==> config.mk <==
export PLATFORM = sky130hd
export DESIGN_NAME = pc_sequencer
export DESIGN_NICKNAME = d
export VERILOG_FILES = /design/src/rtl/pc_sequencer_pkg.sv /design/src/rtl/pc_sequencer_return_stack.sv /design/src/rtl/pc_sequencer.sv
export SDC_FILE = /design/constraint.sdc
export NUM_CORES = 1
export LEC_CHECK = 0
export CORE_ASPECT_RATIO = 1.5
export CORE_UTILIZATION = 63
export DETAILED_ROUTE_END_ITERATION = 8
export PLACE_DENSITY = 0.84
export SETUP_SLACK_MARGIN = 0.2
export SYNTH_ARGS = -nofsm -noshare
export SYNTH_HDL_FRONTEND = slang
export SYNTH_HIERARCHICAL = 1
export SYNTH_SLANG_ARGS = --single-unit
==> constraint.sdc <==
create_clock -name Clock -period 6.8 [get_ports Clock]
set_input_delay 1.02 -clock Clock [delete_from_list [all_inputs] [get_ports Clock]]
set_output_delay 1.02 -clock Clock [all_outputs]
set_load 0.02 [all_outputs]
==> src/rtl/pc_sequencer_pkg.sv <==
// Shared definitions for the program-counter sequencer and its return stack.
package pc_sequencer_pkg;

  localparam int unsigned DEFAULT_ADDR_W      = 8;
  localparam int unsigned DEFAULT_STACK_DEPTH = 8;
  localparam int unsigned PC_RESET            = 0;

  typedef enum logic [1:0] {
    SEQ_BOOT = 2'd0,
    SEQ_RUN  = 2'd1,
    SEQ_TRAP = 2'd2
  } seq_state_e;

endpackage

==> src/rtl/pc_sequencer_return_stack.sv <==
// Pointer-based LIFO of return addresses; the occupancy count doubles as the write pointer.
module return_stack
  import pc_sequencer_pkg::*;
#(
  parameter int unsigned WIDTH = DEFAULT_ADDR_W,
  parameter int unsigned DEPTH = DEFAULT_STACK_DEPTH,
  localparam int unsigned PTR_W = $clog2(DEPTH),
  localparam int unsigned CNT_W = PTR_W + 1
) (
  input  logic             clk,
  input  logic             rst_n,
  input  logic             push_i,
  input  logic             pop_i,
  input  logic [WIDTH-1:0] data_i,
  output logic [WIDTH-1:0] top_o,
  output logic [CNT_W-1:0] depth_o,
  output logic             full_o,
  output logic             empty_o
);

  logic [WIDTH-1:0] mem_q [DEPTH];
  logic [CNT_W-1:0] depth_q;
  logic [PTR_W-1:0] wr_idx;
  logic [PTR_W-1:0] top_idx;

  assign wr_idx  = depth_q[PTR_W-1:0];
  assign top_idx = PTR_W'(depth_q - CNT_W'(1));
  assign full_o  = (depth_q == CNT_W'(DEPTH));
  assign empty_o = (depth_q == '0);
  assign top_o   = mem_q[top_idx];
  assign depth_o = depth_q;

  // Entries are cleared on reset so no return address survives it.
  always_ff @(posedge clk or negedge rst_n) begin
    if (!rst_n) begin
      depth_q <= '0;
      for (int unsigned i = 0; i < DEPTH; i++) begin
        mem_q[i] <= '0;
      end
    end else if (push_i && !full_o) begin
      mem_q[wr_idx] <= data_i;
      depth_q       <= depth_q + CNT_W'(1);
    end else if (pop_i && !empty_o) begin
      depth_q <= depth_q - CNT_W'(1);
    end
  end

endmodule

==> src/rtl/pc_sequencer.sv <==
// Program counter and call-stack controller driving the instruction ROM address.
module pc_sequencer
  import pc_sequencer_pkg::*;
#(
  parameter int unsigned ADDR_W      = DEFAULT_ADDR_W,
  parameter int unsigned STACK_DEPTH = DEFAULT_STACK_DEPTH,
  localparam int unsigned DEPTH_W = $clog2(STACK_DEPTH) + 1
) (
  input  logic               Clock,
  input  logic               Reset,
  input  logic               iStall,
  input  logic               iRet,
  input  logic               iCall,
  input  logic               iJump,
  input  logic               iBranchTaken,
  input  logic [ADDR_W-1:0]  iTarget,
  output logic [ADDR_W-1:0]  oPC,
  output logic               oValid,
  output logic [DEPTH_W-1:0] oDepth,
  output logic               oOverflow,
  output logic               oUnderflow
);

  seq_state_e        state_q, state_d;
  logic [ADDR_W-1:0] pc_q, pc_d;
  logic [ADDR_W-1:0] pc_inc;
  logic              valid_q, valid_d;
  logic              ovf_q, ovf_d;
  logic              unf_q, unf_d;
  logic              push, pop;
  logic [ADDR_W-1:0] stack_top;
  logic              stack_full, stack_empty;

  assign pc_inc = pc_q + ADDR_W'(1);

  return_stack #(
    .WIDTH (ADDR_W),
    .DEPTH (STACK_DEPTH)
  ) u_stack (
    .clk     (Clock),
    .rst_n   (Reset),
    .push_i  (push),
    .pop_i   (pop),
    .data_i  (pc_inc),
    .top_o   (stack_top),
    .depth_o (oDepth),
    .full_o  (stack_full),
    .empty_o (stack_empty)
  );

  always_ff @(posedge Clock or negedge Reset) begin
    if (!Reset) begin
      state_q <= SEQ_BOOT;
      pc_q    <= ADDR_W'(PC_RESET);
      valid_q <= 1'b0;
      ovf_q   <= 1'b0;
      unf_q   <= 1'b0;
    end else begin
      state_q <= state_d;
      pc_q    <= pc_d;
      valid_q <= valid_d;
      ovf_q   <= ovf_d;
      unf_q   <= unf_d;
    end
  end

  // Next-PC mux in strobe priority order; faults freeze the PC on the faulting instruction.
  always_comb begin
    state_d = state_q;
    pc_d    = pc_q;
    ovf_d   = ovf_q;
    unf_d   = unf_q;
    push    = 1'b0;
    pop     = 1'b0;
    unique case (state_q)
      SEQ_BOOT: state_d = SEQ_RUN;
      SEQ_RUN: begin
        if (iStall) begin
          pc_d = pc_q;
        end else if (iRet) begin
          if (stack_empty) begin
            unf_d   = 1'b1;
            state_d = SEQ_TRAP;
          end else begin
            pop  = 1'b1;
            pc_d = stack_top;
          end
        end else if (iCall) begin
          if (stack_full) begin
            ovf_d   = 1'b1;
            state_d = SEQ_TRAP;
          end else begin
            push = 1'b1;
            pc_d = iTarget;
          end
        end else if (iJump || iBranchTaken) begin
          pc_d = iTarget;
        end else begin
          pc_d = pc_inc;
        end
      end
      SEQ_TRAP: state_d = SEQ_TRAP;
      default:  state_d = SEQ_BOOT;
    endcase
    valid_d = (state_d == SEQ_RUN);
  end

  assign oPC        = pc_q;
  assign oValid     = valid_q;
  assign oOverflow  = ovf_q;
  assign oUnderflow = unf_q;

endmodule

==> flow_metrics.py <==
metrics = {
    "logic_synthesis": {
        "muxShareOfSynthArea": 0.292,
        "synth_edf_count": 0,
        "synth_area_leader_cell": "dfrtp_1",
        "synth.most_common_cell": "dfrtp_1",
        "ys.flop_type": "dfrtp_1",
        "synth_common_cells": "81 x dfrtp_1, 67 x mux2_2, 18 x nand2_1, 14 x nor2_1, 10 x inv_1",
        "ys_async_sr_fraction": 1.00,
        "synth_top_family_by_area": "multiplexers",
        "synth-seq-cells": 81,
        "synth_cell_types": 54,
        "synth_compound_area_frac": 0.0695,
        "synthXorXnorAreaFrac": 0.0142,
        "yosys-top-cells-area": "dfrtp_1 48%, mux2_2 18%, mux4_1 5.6%",
        "avgSynthCellArea_um2": 13.3,
        "syn_area_um2": 4230,
        "syn_inst": 317,
        "synth_seq_area_share": 0.479,
        "yosys.area.top_type_share": 0.479,
        "synth-simple-area-share": 0.0971,
        "yosysWarnings": 6,
        "synth_fa_ha_area_frac": 0.00888,
        "syn-num-nets": 335,
    },
    "finish": {
        "areaGrowthSynthToFinish_pct": 11.6,
        "post-route-util": 0.727,
        "drive_above_1_share": 0.310,
        "fin_nets": 358,
        "final_area_um2": 4720,
        "diodes": 0,
    },
    "clock_network": {
        "cts_setup_buffers": 0,
        "clkSinkCount": 81,
        "insertion_delay_ns": 0.36,
        "htree_levels": 3,
        "clk_path_buf_depth": 2,
        "cts_root_buffer": "clkbuf_8",
        "cts_inserted_buffers": 9,
        "tritoncts": "done",
        "hold_buffers": 0,
        "clk_pin_slew_ns": 0.08,
        "cts.repair.resized": 0,
    },
    "critical_path": {
        "crit_required_ns": 7.04,
        "r2r-start": "u_stack/depth_o[1]",
        "arrival_ns": 4.09,
        "regToRegEndpoint": "u_stack/depth_o[3]",
        "r2r_cells": 9,
        "cp_max_fo": 23,
        "rrSetupSlack_ns": 3.08,
        "critPathCaptureType": "register",
        "path_buf_inv": 1,
        "worst_path_largest_cell_delay_ns": 0.79,
        "cp_cell_sequence": "clkdlybuf4s50_1 > nor2b_1 > nand2_1 > nor2_1 > nand4_1 > mux2i_1 > o22ai_1 > a211o_1",
        "path_class": "input port to register",
        "critPathTopFamily": "simple AND/OR/NAND/NOR gates",
        "start_kind": "input port",
        "slowest_stage": "clkdlybuf4s50_1",
    },
    "sta": {
        "drv_slew": 0,
        "rsz0062_at_grt": "false",
        "fin_skew_ns": 0.00945,
        "finalCritPeriodShare": 0.565,
        "timing.fmax_ghz": 0.260,
        "setup_violations": 0,
        "worst_pin_slew_ns": 0.987,
        "fin_crit_ns": 3.84,
        "maxSlewHeadroom": 0.342,
        "fin_setup_tns_ns": 0,
        "hold_violations": 0,
    },
    "worst_hold_path": {
        "hp-class": "register to register",
        "hold_path_end": "oOverflow",
        "hp-start": "oOverflow",
        "holdPathStages": 1,
    },
    "grt": {
        "grt-ovfl-total": 0,
        "grt_max_degree": 82,
        "antenna_found_initial": 0,
        "grt_pass1_vias": 2651,
        "grt_pass1_wl_um": 13500,
        "grt_use_total": 0.277,
    },
    "detailed_routing": {
        "drc_errors": 0,
        "top_layer": "met4",
        "dr.pass1.iters": 4,
        "num_vias": 2676,
        "drt_iter0_markers": 212,
        "wire_per_inst_um": 20.3,
        "antenna_left": 0,
        "viasPerCell": 6.36,
        "wl_met1_um": 3430,
        "routed-wl-met3_um": 445,
        "wl_um": 8530,
        "wl_met2_um": 4450,
    },
    "floorplan": {
        "io_pins": 30,
        "start_util": 0.652,
        "die_w_um": 68.9,
        "rows": 36,
        "die_h_um": 102,
        "coreArea_um2": 6490,
        "die-area_um2": 7050,
    },
    "pwr": {
        "powerDensity_nw_per_um2": 454,
        "leakage_uw": 0.00214,
        "ir_drop_v": 0.000263,
    },
    "place": {
        "place_congestion": 0.842,
        "hpwl_um": 5660,
        "portBuffers": 29,
        "place_area_um2": 4500,
    },
    "run_status": {
        "status": "finished, final reports clean",
    },
    "job": {
        "maxCapViolCount": 0,
    },
}
[cells in the final DEF (no fill, tap or decap), drive strengths merged, types with 7 or more instances in the layout]
| cell type | instances |
|---|---|
| nor2 | 14 |
| a31oi | 9 |
| clkdlybuf4s50 | 28 |
| mux2 | 73 |
| clkbuf | 11 |
| mux4 | 16 |
| nor3 | 10 |
| nand2 | 20 |
| inv | 11 |
| dfrtp | 81 |
| o21ai | 7 |
[where the power goes]
group | switching, uW | internal [uW]
Clock | 169 | 216
Sequential | 149 | 678
Combinational | 451 | 480
[metrics by stage]
| step | cells | hold slack, ns | worst slack, ns | total power [uW] |
|---|---|---|---|---|
| finish | 421 | 0.481 | 2.96 | 2140 |
| global route | 421 | 0.510 | 2.65 | 2270 |
| CTS | 421 | 0.489 | 3.00 | 2160 |
| detailed placement | 405 | 0.472 | 2.62 | 1770 |
| global placement | 405 | 0.450 | 2.71 | 1730 |
| floorplan | 317 | 0.449 | 4.11 | 1510 |
[state kept, by name, indices dropped and copies added (netlist names)]
name	cells
state_q	2
u_stack/mem_q	64
oValid	1
oOverflow	1
oPC	8
u_stack/depth_o	4
oUnderflow	1
[cell families after synthesis]
group	Yosys count
fa+ha+maj	3
xor+xnor	6
mux	91
simple gates	68
compound gates	39
flops	81
buf+inv	29
[worst max path at each step]
| stage | depth (start not counted) | start | endpoint |
|---|---|---|---|
| global placement | 8 | iRet | u_stack/depth_o[3] |
| global route | 8 | iRet | u_stack/depth_o[3] |
| detailed placement | 8 | iRet | u_stack/depth_o[3] |
| floorplan | 9 | u_stack/depth_o[0] | oPC[7] |
| finish | 8 | iRet | u_stack/depth_o[3] |
| CTS | 8 | iRet | u_stack/depth_o[3] |
[layer usage]
layer	vias up	GRT usage
li1	1216	-
met1	1359	0.343
met2	84	0.455
met3	17	0.0558
met4	0	0.133
met5	-	0
[cell type report]
type	count	area, um^2
Multi-Input combinational cell	207	2040
Sequential cell	81	2030
Fill cell	450	1770
Clock buffer	11	141
Clock inverter	5	78.8
Inverter	11	41.3
Tap cell	76	95.1
Timing Repair Buffer	30	295
(Power assumes the default switching activity.)
